### config.mk
export PLATFORM = sky130hd
export DESIGN_NAME = hilo_div_unit_flat
export DESIGN_NICKNAME = d
export VERILOG_FILES = /design/src/rtl/hilo_div_unit_if.sv /design/src/rtl/hilo_div_unit.sv /design/src/flat_wrapper.sv
export SDC_FILE = /design/constraint.sdc
export NUM_CORES = 1
export LEC_CHECK = 0
export CORE_MARGIN = 2
export CORE_UTILIZATION = 41
export CTS_CLUSTER_DIAMETER = 100
export DETAILED_ROUTE_END_ITERATION = 10
export GPL_TIMING_DRIVEN = 1
export HOLD_SLACK_MARGIN = 0.06
export PLACE_DENSITY = 0.89
export SETUP_SLACK_MARGIN = 0.3
export SYNTH_ARGS = -nofsm -noshare
export SYNTH_HDL_FRONTEND = slang
export SYNTH_SLANG_ARGS = --single-unit
### constraint.sdc
create_clock -name clock -period 6.4 [get_ports clock]
set_input_delay 0.96 -clock clock [delete_from_list [all_inputs] [get_ports clock]]
set_output_delay 0.96 -clock clock [all_outputs]
set_load 0.005 [all_outputs]
### src/rtl/hilo_div_unit_if.sv
// EX-stage and divider-side signals of the HI/LO divide unit.
// master: pipeline plus dividers; slave: the unit itself.
interface hilo_div_unit_if;
  logic [2:0]  op;
  logic [31:0] rs_val;
  logic [31:0] rt_val;
  logic        flush;
  logic        stall;
  logic [31:0] hi;
  logic [31:0] lo;
  logic        div0;
  logic        err;
  logic [31:0] dvd;
  logic [31:0] dvs;
  logic        sstart;
  logic        ustart;
  logic [31:0] sq;
  logic [31:0] sr;
  logic [31:0] uq;
  logic [31:0] ur;
  logic        sbusy;
  logic        ubusy;

  modport master (
    output op, rs_val, rt_val, flush, sq, sr, uq, ur, sbusy, ubusy,
    input  stall, hi, lo, div0, err, dvd, dvs, sstart, ustart
  );

  modport slave (
    input  op, rs_val, rt_val, flush, sq, sr, uq, ur, sbusy, ubusy,
    output stall, hi, lo, div0, err, dvd, dvs, sstart, ustart
  );
endinterface

### src/rtl/hilo_div_unit.sv
// HI/LO register file with divide issue: launches one of two 32-cycle dividers,
// captures quotient/remainder, and stalls HI/LO-touching ops while a divide is in flight.
module hilo_div_unit #(
  parameter int          WATCHDOG = 40,
  parameter logic [31:0] DIV0_LO  = 32'hFFFFFFFF
) (
  input logic             clock,
  input logic             reset,
  hilo_div_unit_if.slave  bus
);

  localparam int CW = $clog2(WATCHDOG + 1);

  localparam logic [2:0] OP_DIV  = 3'd1;
  localparam logic [2:0] OP_DIVU = 3'd2;
  localparam logic [2:0] OP_MTHI = 3'd3;
  localparam logic [2:0] OP_MTLO = 3'd4;

  typedef enum logic [1:0] {
    IDLE   = 2'd0,
    LAUNCH = 2'd1,
    RUN    = 2'd2
  } state_t;

  state_t          state_q, state_d;
  logic [31:0]     hi_q, hi_d;
  logic [31:0]     lo_q, lo_d;
  logic [31:0]     dvd_q, dvd_d;
  logic [31:0]     dvs_q, dvs_d;
  logic            signed_q, signed_d;
  logic            seen_q, seen_d;
  logic [CW-1:0]   cnt_q, cnt_d;
  logic            div0_q, div0_d;
  logic            err_q, err_d;
  logic            sstart_c;
  logic            ustart_c;
  logic            sel_busy;
  logic            op_hilo;

  assign sel_busy = signed_q ? bus.sbusy : bus.ubusy;
  assign op_hilo  = (bus.op != 3'd0) && (bus.op != 3'd7);

  always_comb begin
    state_d  = state_q;
    hi_d     = hi_q;
    lo_d     = lo_q;
    dvd_d    = dvd_q;
    dvs_d    = dvs_q;
    signed_d = signed_q;
    seen_d   = seen_q;
    cnt_d    = cnt_q;
    div0_d   = 1'b0;
    err_d    = err_q;
    sstart_c = 1'b0;
    ustart_c = 1'b0;

    unique case (state_q)
      IDLE: begin
        // An exception flush also kills whatever op sits in EX this cycle.
        if (!bus.flush) begin
          if (bus.op == OP_MTHI) begin
            hi_d = bus.rs_val;
          end else if (bus.op == OP_MTLO) begin
            lo_d = bus.rs_val;
          end else if (bus.op == OP_DIV || bus.op == OP_DIVU) begin
            if (bus.rt_val == 32'd0) begin
              hi_d   = bus.rs_val;
              lo_d   = DIV0_LO;
              div0_d = 1'b1;
            end else begin
              dvd_d    = bus.rs_val;
              dvs_d    = bus.rt_val;
              signed_d = (bus.op == OP_DIV);
              state_d  = LAUNCH;
            end
          end
        end
      end

      LAUNCH: begin
        if (bus.flush) begin
          state_d = IDLE;
        end else begin
          sstart_c = signed_q;
          ustart_c = !signed_q;
          seen_d   = 1'b0;
          cnt_d    = '0;
          state_d  = RUN;
        end
      end

      RUN: begin
        if (bus.flush) begin
          state_d = IDLE;
        end else begin
          cnt_d = cnt_q + CW'(1);
          if (sel_busy) begin
            seen_d = 1'b1;
          end
          // Waiting for busy to rise first keeps us from reading stale results.
          if (seen_q && !sel_busy) begin
            lo_d    = signed_q ? bus.sq : bus.uq;
            hi_d    = signed_q ? bus.sr : bus.ur;
            state_d = IDLE;
          end else if (cnt_q == CW'(WATCHDOG - 1)) begin
            err_d   = 1'b1;
            state_d = IDLE;
          end
        end
      end

      default: begin
        state_d = IDLE;
      end
    endcase
  end

  always_ff @(posedge clock or posedge reset) begin
    if (reset) begin
      state_q  <= IDLE;
      hi_q     <= '0;
      lo_q     <= '0;
      dvd_q    <= '0;
      dvs_q    <= '0;
      signed_q <= 1'b0;
      seen_q   <= 1'b0;
      cnt_q    <= '0;
      div0_q   <= 1'b0;
      err_q    <= 1'b0;
    end else begin
      state_q  <= state_d;
      hi_q     <= hi_d;
      lo_q     <= lo_d;
      dvd_q    <= dvd_d;
      dvs_q    <= dvs_d;
      signed_q <= signed_d;
      seen_q   <= seen_d;
      cnt_q    <= cnt_d;
      div0_q   <= div0_d;
      err_q    <= err_d;
    end
  end

  assign bus.stall  = (state_q != IDLE) && op_hilo;
  assign bus.hi     = hi_q;
  assign bus.lo     = lo_q;
  assign bus.div0   = div0_q;
  assign bus.err    = err_q;
  assign bus.dvd    = dvd_q;
  assign bus.dvs    = dvs_q;
  assign bus.sstart = sstart_c;
  assign bus.ustart = ustart_c;

endmodule

### src/flat_wrapper.sv
// flat-port wrapper written by rule: the top's interface ports become plain ports
module hilo_div_unit_flat 
#(
  parameter int          WATCHDOG = 40,
  parameter logic [31:0] DIV0_LO  = 32'hFFFFFFFF
)
  (clock, reset, bus_op, bus_rs_val, bus_rt_val, bus_flush, bus_sq, bus_sr, bus_uq, bus_ur, bus_sbusy, bus_ubusy, bus_stall, bus_hi, bus_lo, bus_div0, bus_err, bus_dvd, bus_dvs, bus_sstart, bus_ustart);
  hilo_div_unit_if bus_i ();
  input logic clock;
  input logic reset;
  input wire logic [$bits(bus_i.op)-1:0] bus_op;
  input wire logic [$bits(bus_i.rs_val)-1:0] bus_rs_val;
  input wire logic [$bits(bus_i.rt_val)-1:0] bus_rt_val;
  input wire logic [$bits(bus_i.flush)-1:0] bus_flush;
  input wire logic [$bits(bus_i.sq)-1:0] bus_sq;
  input wire logic [$bits(bus_i.sr)-1:0] bus_sr;
  input wire logic [$bits(bus_i.uq)-1:0] bus_uq;
  input wire logic [$bits(bus_i.ur)-1:0] bus_ur;
  input wire logic [$bits(bus_i.sbusy)-1:0] bus_sbusy;
  input wire logic [$bits(bus_i.ubusy)-1:0] bus_ubusy;
  output wire logic [$bits(bus_i.stall)-1:0] bus_stall;
  output wire logic [$bits(bus_i.hi)-1:0] bus_hi;
  output wire logic [$bits(bus_i.lo)-1:0] bus_lo;
  output wire logic [$bits(bus_i.div0)-1:0] bus_div0;
  output wire logic [$bits(bus_i.err)-1:0] bus_err;
  output wire logic [$bits(bus_i.dvd)-1:0] bus_dvd;
  output wire logic [$bits(bus_i.dvs)-1:0] bus_dvs;
  output wire logic [$bits(bus_i.sstart)-1:0] bus_sstart;
  output wire logic [$bits(bus_i.ustart)-1:0] bus_ustart;
  assign bus_i.op = bus_op;
  assign bus_i.rs_val = bus_rs_val;
  assign bus_i.rt_val = bus_rt_val;
  assign bus_i.flush = bus_flush;
  assign bus_i.sq = bus_sq;
  assign bus_i.sr = bus_sr;
  assign bus_i.uq = bus_uq;
  assign bus_i.ur = bus_ur;
  assign bus_i.sbusy = bus_sbusy;
  assign bus_i.ubusy = bus_ubusy;
  assign bus_stall = bus_i.stall;
  assign bus_hi = bus_i.hi;
  assign bus_lo = bus_i.lo;
  assign bus_div0 = bus_i.div0;
  assign bus_err = bus_i.err;
  assign bus_dvd = bus_i.dvd;
  assign bus_dvs = bus_i.dvs;
  assign bus_sstart = bus_i.sstart;
  assign bus_ustart = bus_i.ustart;
  hilo_div_unit #(.WATCHDOG(WATCHDOG), .DIV0_LO(DIV0_LO)) u_core (.clock(clock), .reset(reset), .bus(bus_i));
endmodule
==> results of run 1 <==
cells in the mapped netlist, drive strengths merged (3+ instances only):
cell      n  area, um^2
buf      23         166
nor2     44         170
a21oi    38         190
dfrtp   140        3500
mux2    129        1450
o21ai    41         205
clkbuf   15        56.3
nand4     5        31.3
nand2    46         173
nand3     3        15.0
mux2i    67         671
nor4      8        50.1
nor3      4        31.3
cell type report:
| type | count | area share |
|---|---|---|
| sequential | 140 | 0.324 |
| timing repair buffer | 339 | 0.311 |
| multi-input combinational | 401 | 0.292 |
| clock buffer | 21 | 0.0416 |
| tap | 220 | 0.0254 |
| clock inverter | 9 | 0.00462 |
| inverter | 3 | 0.00150 |
per-stage QoR:
step | setup slack (ps) | instances | utilization
after floorplan | 1690 | 582 | -
after global placement | 2220 | 1103 | 0.628
after detailed placement | 2130 | 1103 | 0.628
after CTS | 2550 | 1133 | 0.658
after global routing | 2390 | 1133 | 0.658
final | 2590 | 1133 | 0.658
metal layers:
| layer | share of wire | up-vias | global-route usage |
|---|---|---|---|
| li1 | - | 2728 | - |
| met1 | 0.40 | 2861 | 0.294 |
| met2 | 0.50 | 262 | 0.448 |
| met3 | 0.078 | 33 | 0.0734 |
| met4 | 0.023 | 0 | 0.0887 |
| met5 | 0 | - | 0 |
registers in the layout, indices dropped and copies added (netlist names):
signal and cells:
u_core.bus.dvd 32, u_core.bus.dvs 32, u_core.bus.hi 32, u_core.bus.lo 32
u_core.cnt_q 6, u_core.state_q 2, u_core.bus.div0 1, u_core.bus.err 1
u_core.seen_q 1, u_core.signed_q 1
kinds of logic after synthesis:
group | count (synthesis) | share of synthesized area
xor+xnor | 1 | 0.00128
fa+ha+maj | 1 | 0.00182
flops | 140 | 0.510
buf+inv | 41 | 0.0341
simple gates | 118 | 0.0765
compound gates | 85 | 0.0667
mux | 196 | 0.309
report_power, final:
part | internal, mW | total (mW) | leakage, nW | switching [mW]
logic | 0.701 | 1.05 | 2.42 | 0.354
registers | 1.12 | 1.27 | 1.60 | 0.146
clock network | 0.495 | 0.861 | 0.248 | 0.366
total | 2.32 | 3.19 | 4.27 | 0.865
worst max-delay path by stage:
stage,to,slack (ps)
floorplan,u_core.bus.div0$_DFF_PP0_,1690
global placement,u_core.bus.dvs[24]$_DFFE_PP0P_,2220
detailed placement,u_core.bus.dvs[11]$_DFFE_PP0P_,2130
CTS,u_core.bus.dvs[30]$_DFFE_PP0P_,2550
global route,u_core.bus.dvs[14]$_DFFE_PP0P_,2390
finish,u_core.bus.dvs[30]$_DFFE_PP0P_,2590
worst max-delay path, cell delays in order:
cell and delay [ps]:
clkdlybuf4s50_1 580, or2_1 350, nor3_4 270, nand2_1 170, nor2_4 780, buf_4 570, mux2_2 400
==> metrics.cfg, run 1 <==
[outcome]
status=completed

[critical_path]
worstReg2RegEnd=u_core.bus.dvs[30]$_DFFE_PP0P_
reg2reg_from=u_core.state_q[0]$_DFFE_PP0P_
worst_setup_path_end_kind=register
critPathLaunchType=input port
cp_max_fo=36
crit_start=bus_flush
setup.worst_path.class=input port to register
r2r_slack_ps=2910
rr_worst_depth=6
crit_arrival_ps=4110
critPathRequiredTime_ps=6700

[finish]
finalInstanceArea_mm2=0.0108
fin_nets=1103
multiInputGateArea_mm2=0.00316
regArea_mm2=0.00351
area_growth_pct=57.9
diodes=0
final_common_cell=clkdlybuf4s50_1
drive_above_1_share=0.139
final_cell_mix=332 x clkdlybuf4s50_1, 139 x dfrtp_1, 83 x mux2_2
fillers=1255

[global_routing]
grt_pass1_vias=6241
globalRouteTotalUtil=0.254
grt_pass1_wl_um=34400
overflow=0
grt_antenna_before_repair=0
grt_start_max_net_pins=77

[cts]
holdBufCountCts=0
path_clk_slew_ps=60
cts_max_level=4
root_buffer=clkbuf_16
numClockSinks=140
post_cts_resized=0
cts_setup_buffers=0
cts_buffers=17
clk_latency_ps=410
cts_tree=yes
clock_path_buffers=2

[job]
drv_cap=0

[power]
cellPowerDensity_mw_per_mm2=294
p_leak_nw=4.27
total_power_mw=3.19
max-vdd-ir-drop_uv=200

[placement]
numPortBuffers=332
place_area_mm2=0.0103
gp_congestion=0.849
place_hpwl_um=16700

[timing]
hold_slack_ps=470
hold_violations=0
fmax_mhz=262
finalSetupViolCount=0
rsz0062_at_grt=false
final.setup.tns_ps=0
worst_slew_pin_slew_ps=1000
period_share=0.595
slew_headroom=0.331
fin_crit_ps=3810
fin_skew_ps=7.73
slew_viol_final=0

[worst_hold_path]
hold_class=register to register
hold_path_end=u_core.bus.err$_DFFE_PP0P_
hp-start=u_core.bus.err$_DFFE_PP0P_
hold_depth=1

[floorplan]
core_area_mm2=0.0165
die_h_um=133
initial_utilization=0.417
io_pins=333
rows=47
dieWidth_um=133
dieArea_mm2=0.0178

[synthesis]
synth_cell_type_count=35
ys_warn_count=0
synthArstFlopShare=1.00
postSynthRegisterBits=140
syn_nets=783
avgSynthCellArea_um2=11.8
syn-cell-area_mm2=0.00687
synthCells=582
synth-edff-count=0
ys_seq_area_frac=0.510
synthFlopType=dfrtp_1

[drt]
dr.pass1.iters=4
drc=0
drt_iter0_drc=302
detail_route.wl_per_cell_um=20.0
viasPerCell=5.19
vias=5884
antenna_left=0
wl_um=22700

No activity file was read; power rests on OpenSTA's default activity.
==> run 2: changes to the inputs <==
CORE_UTILIZATION = 37   (was 41)
PLACE_DENSITY = 0.85   (was 0.89)
clock period = 3.3 ns   (was 6.4 ns; I/O delays follow)
==> metrics.cfg, run 2 (synthesis results as in run 1) <==
[timing]
fmax_mhz=392
slew_headroom=0.544  ; +0.213
period_share=0.773
worst_slew_pin_slew_ps=684  ; -319 ps
finalSetupViolCount=0  ; unchanged
rsz0062_at_grt=false
slew_viol_final=0  ; unchanged
hold_violations=0  ; unchanged
fin_crit_ps=2550
fin_skew_ps=8.44  ; +0.714 ps
final.setup.tns_ps=0  ; unchanged

[finish]
fin_nets=1111  ; +0.73%
drive_above_1_share=0.151  ; +0.0115
fin_cells=1152  ; +1.7%
area_growth_pct=61.2
final_cell_mix=332 x clkdlybuf4s50_1, 139 x dfrtp_1, 83 x mux2_2
final_common_cell=clkdlybuf4s50_1
diodes=0  ; unchanged

[placement]
placed_cells=1120  ; +1.5%
numPortBuffers=332  ; unchanged
place_hpwl_um=17300  ; +3.6%
gp_congestion=0.844  ; -0.61%

[power]
p_leak_nw=4.36  ; +2.2%
max-vdd-ir-drop_uv=338  ; +69%
cellPowerDensity_mw_per_mm2=588  ; +100%

[drt]
drc=0  ; unchanged
drt_iter0_drc=245  ; -19%
vias=5897  ; +0.22%
antenna_left=0  ; unchanged
viasPerCell=5.12  ; -1.4%
dr.pass1.iters=4  ; unchanged
detail_route.wl_per_cell_um=19.7  ; -1.4%
wl_um=22700  ; +0.30%

[cts]
post_cts_resized=0  ; unchanged
holdBufCountCts=0  ; unchanged
cts_setup_buffers=0  ; unchanged
root_buffer=clkbuf_16
path_clk_slew_ps=60  ; about the same
cts_buffers=17  ; unchanged
cts_max_level=4  ; unchanged
numClockSinks=140  ; unchanged
clk_latency_ps=420  ; about the same
clock_path_buffers=2  ; unchanged
cts_tree=yes

[global_routing]
grt_pass1_wl_um=35000  ; +1.7%
grt_pass1_vias=6427  ; +3.0%
overflow=0  ; unchanged
grt_antenna_before_repair=1  ; +1
grt_start_max_net_pins=54  ; -30%
globalRouteTotalUtil=0.232  ; -0.0214

[critical_path]
critPathRequiredTime_ps=2800  ; -3900 ps
crit_chain=buf_4 -> and3_1 -> clkdlybuf4s50_1
slowest_stage=clkdlybuf4s50_1
worstPathBufferInverterCount=2  ; unchanged
setup.worst_path.class=register to primary output
rr_worst_depth=6  ; unchanged
crit_family=buffers and inverters
max_stage_delay_ps=530  ; -250 ps
worst_setup_path_end_kind=primary output
critPathLaunchType=register
cp_max_fo=29  ; -19%
crit_arrival_ps=2060  ; -2050 ps
path_depth=3  ; -4

[floorplan]
dieArea_mm2=0.0197  ; +10%
die_h_um=140  ; +5.1%
initial_utilization=0.380  ; -0.0374
core_area_mm2=0.0181  ; +9.8%
io_pins=333  ; unchanged
dieWidth_um=140  ; +5.1%
rows=49  ; +4.3%

[worst_hold_path]
hold_depth=1  ; unchanged
hold_class=register to register

[outcome]
status=completed

[job]
drv_cap=0  ; unchanged

[run 2: changes by cell type in the layout (fill, tap and decap cells not counted), moves of 2 or more]
| cell | before | now |
|---|---|---|
| clkinv_2 | 7 | 1 |
| buf_4 | 7 | 12 |
| buf_12 | 0 | 3 |
| bufinv_16 | 0 | 3 |
| clkinv_4 | 0 | 3 |
| clkbuf_1 | 3 | 1 |
| clkinvlp_4 | 2 | 4 |
[run 2: power by group]
part           internal (mW)  leakage [nW]  switching, mW  total [mW]
sequential              2.18          1.60          0.267        2.45
combinational           1.37          2.47          0.688        2.06
clock                   1.24         0.293          0.765        2.00
total                   4.78          4.36           1.72        6.50
[run 2: layout make-up]
class / instances / area (um^2)
clock inverter: 12 / 161
clock buffer: 20 / 457
multi-input combinational: 401 / 3170
inverter: 3 / 15.0
fill: 1505 / 7020
tap: 229 / 287
sequential: 140 / 3510
timing repair buffer: 347 / 3470
[run 2: metrics by stage]
| stage | hold slack, ps | total power, mW | worst slack (ps) | utilization | instance area (um^2) |
|---|---|---|---|---|---|
| 2_1_floorplan | 445 | 3.13 | 1060 | - | 6870 |
| 5_1_grt | 504 | 6.82 | 635 | 0.612 | 11100 |
| 3_3_place_gp | 467 | 4.48 | 409 | 0.578 | 10500 |
| 6_report | 480 | 6.50 | 749 | 0.612 | 11100 |
| 3_5_place_dp | 474 | 4.54 | 423 | 0.578 | 10500 |
| 4_1_cts | 483 | 6.57 | 730 | 0.612 | 11100 |
[run 2: layer usage]
metal,part of all wire,track usage
met1,0.39,0.265
met2,0.51,0.417
met3,0.087,0.0779
met4,0.011,0.0606
met5,0,0
[run 2: worst paths after layout]
kind                                                from                             end  slack [ps]
max                          u_core.signed_q$_DFFE_PP0P_                      bus_sstart         750
min                          u_core.cnt_q[5]$_DFFE_PP0P_     u_core.cnt_q[5]$_DFFE_PP0P_         480
max reg2reg                u_core.state_q[0]$_DFFE_PP0P_  u_core.bus.dvd[22]$_DFFE_PP0P_         800
min reg2reg                  u_core.cnt_q[5]$_DFFE_PP0P_     u_core.cnt_q[5]$_DFFE_PP0P_         480
max in group asynchronous                          reset   u_core.bus.lo[18]$_DFFE_PP0P_        2100
min in group asynchronous                          reset       u_core.seen_q$_DFFE_PP0P_         510
==> run 3: changes to the inputs <==
clock period = 2.2 ns   (was 3.3 ns; I/O delays follow)
==> metrics.cfg, run 3 (synthesis results as in run 1) <==
[cts]
path_clk_slew_ps=60  ; about the same
cts_tree=yes
numClockSinks=140  ; unchanged
cts_max_level=4  ; unchanged
root_buffer=clkbuf_16
clk_latency_ps=420  ; about the same
cts_buffers=17  ; unchanged
clock_path_buffers=2  ; unchanged

[global_routing]
globalRouteTotalUtil=0.266  ; +0.0337
use_met1=0.309  ; +0.0446
grt_use_met2=0.470  ; +0.0526
grt_start_max_net_pins=106  ; +96%
grt-busiest-layer=met2
overflow=0  ; unchanged
grt_antenna_before_repair=0  ; -1
grt_pass1_vias=6796  ; +5.7%
grt_pass1_wl_um=39500  ; +13%
use_met3=0.0810  ; +0.00308

[drt]
dr.pass1.iters=5  ; +1
vias=6375  ; +8.1%
drt_iter0_drc=331  ; +35%
drc=0  ; unchanged
detail_route.wl_per_cell_um=22.7  ; +15%
wl_um=27600  ; +21%
viasPerCell=5.24  ; +2.3%
antenna_left=0  ; unchanged

[placement]
place_area_mm2=0.0107  ; +2.1%
place_hpwl_um=17500  ; +0.82%
gp_congestion=0.807  ; -4.3%
numPortBuffers=332  ; unchanged
placed_cells=1143  ; +2.1%

[timing]
fin_crit_ps=2010
fin_skew_ps=9.33  ; +0.893 ps
rsz0062_at_grt=true
period_share=0.911
final.setup.tns_ps=0  ; unchanged
finalSetupViolCount=0  ; unchanged
worst_slew_pin_slew_ps=595  ; -89.2 ps
slew_headroom=0.604  ; +0.0594
fmax_mhz=499
hold_violations=0  ; unchanged
slew_viol_final=0  ; unchanged

[finish]
fillers=1269  ; -16%
finalInstanceArea_mm2=0.0125  ; +13%
fin_nets=1176  ; +5.9%
multiInputGateArea_mm2=0.00370  ; +17%
area_growth_pct=82.8
regArea_mm2=0.00351  ; about the same
fin_cells=1217  ; +5.6%
final_util=0.694  ; +0.0818
final_common_cell=clkdlybuf4s50_1
drive_above_1_share=0.284  ; +0.134
final_cell_mix=297 x clkdlybuf4s50_1, 138 x dfrtp_1, 112 x mux2_4
diodes=0  ; unchanged

[floorplan]
core_area_mm2=0.0181  ; unchanged
io_pins=333  ; unchanged
rows=49  ; unchanged
dieWidth_um=140  ; unchanged
dieArea_mm2=0.0197  ; unchanged
die_h_um=140  ; unchanged
initial_utilization=0.380  ; unchanged

[critical_path]
crit_chain=dlygate4sd2_1 -> nor4_2 -> nand4_1 -> nor2_4 -> buf_6 -> buf_6 -> a32oi_4 -> buf_6 -> buf_4 -> buf_12 -> mux2_4
worstPathBufferInverterCount=6  ; +4
slowest_stage=mux2_4
crit_family=buffers and inverters
max_stage_delay_ps=300  ; -230 ps
critPathLaunchType=input port
crit_path_frequent_cell=buf_6
setup.worst_path.class=input port to register
worst_setup_path_end_kind=register
critPathRequiredTime_ps=2500  ; -300 ps
crit_arrival_ps=2310  ; +250 ps
cp_max_fo=6  ; -79%

[power]
max-vdd-ir-drop_uv=538  ; +59%
p_int_mw=7.61  ; +59%
cellPowerDensity_mw_per_mm2=837  ; +42%
clkPwrFrac=0.278  ; -0.030
p_comb_frac=0.368  ; +0.052
seq_power_share=0.354  ; -0.022
switching_power_mw=2.89  ; +68%
p_sw_frac=0.275  ; +0.0105
p_leak_nw=5.39  ; +23%

[job]
drv_cap=0  ; unchanged

[worst_hold_path]
hold_class=input port to register

[outcome]
status=completed

[run 3: worst reg2reg max path, delay by kind of cell, from the launching register on]
family	cells	cell delay [ps]
buf+inv	3	360
compound gates	1	300
simple gates	2	190
flops	1	500
mux	2	540
[run 3: cell type report]
class / count / share of cell area
clock buffer: 20 / 0.0356
multi-input combinational: 401 / 0.295
sequential: 140 / 0.280
tap: 229 / 0.0228
inverter: 3 / 0.00120
timing repair buffer: 412 / 0.354
clock inverter: 12 / 0.0112
[run 3: worst paths after layout]
check,start,end,slack [ps],cells after the start
setup / recovery,bus_rt_val[23],u_core.bus.lo[14]$_DFFE_PP0P_,190,11
hold / removal,bus_rt_val[28],u_core.bus.dvs[28]$_DFFE_PP0P_,150,2
setup reg to reg,u_core.signed_q$_DFFE_PP0P_,u_core.bus.lo[19]$_DFFE_PP0P_,200,8
hold reg to reg,u_core.bus.err$_DFFE_PP0P_,u_core.bus.err$_DFFE_PP0P_,480,1
max in group asynchronous,reset,u_core.bus.lo[22]$_DFFE_PP0P_,1290,3
min in group asynchronous,reset,u_core.bus.dvs[27]$_DFFE_PP0P_,430,3
[run 3: power by group through the flow]
stage	clock network, mW	logic (mW)	registers (mW)
after floorplan	0	1.00	3.69
after global placement	0	3.10	3.66
after detailed placement	0	3.17	3.70
after CTS	2.94	3.45	3.67
after global routing	3.06	4.08	3.79
final	2.91	3.87	3.72
[run 3: per-stage QoR]
step           hold WS, ps  setup slack (ps)  power, mW
6_report               152               195       10.5
5_1_grt                139              89.3       10.9
4_1_cts                161              42.8       10.1
3_5_place_dp           457              -344       6.86
3_3_place_gp           465              -325       6.76
2_1_floorplan          445               121       4.70
[run 3: what timing repair did]
item,4_1_cts,5_1_grt
gates resized for setup,129,128
pin swaps,16,12
gates cloned,12,3
endpoints found under the setup margin,131,131
hold buffers,0,0
setup buffers,19,8
[run 3: layer usage]
metal	wire length [um]	part of all wire	vias to the layer above
li1	-	-	2864
met1	10600	0.39	3168
met2	13900	0.51	300
met3	2320	0.084	43
met4	667	0.024	0
met5	0	0	-
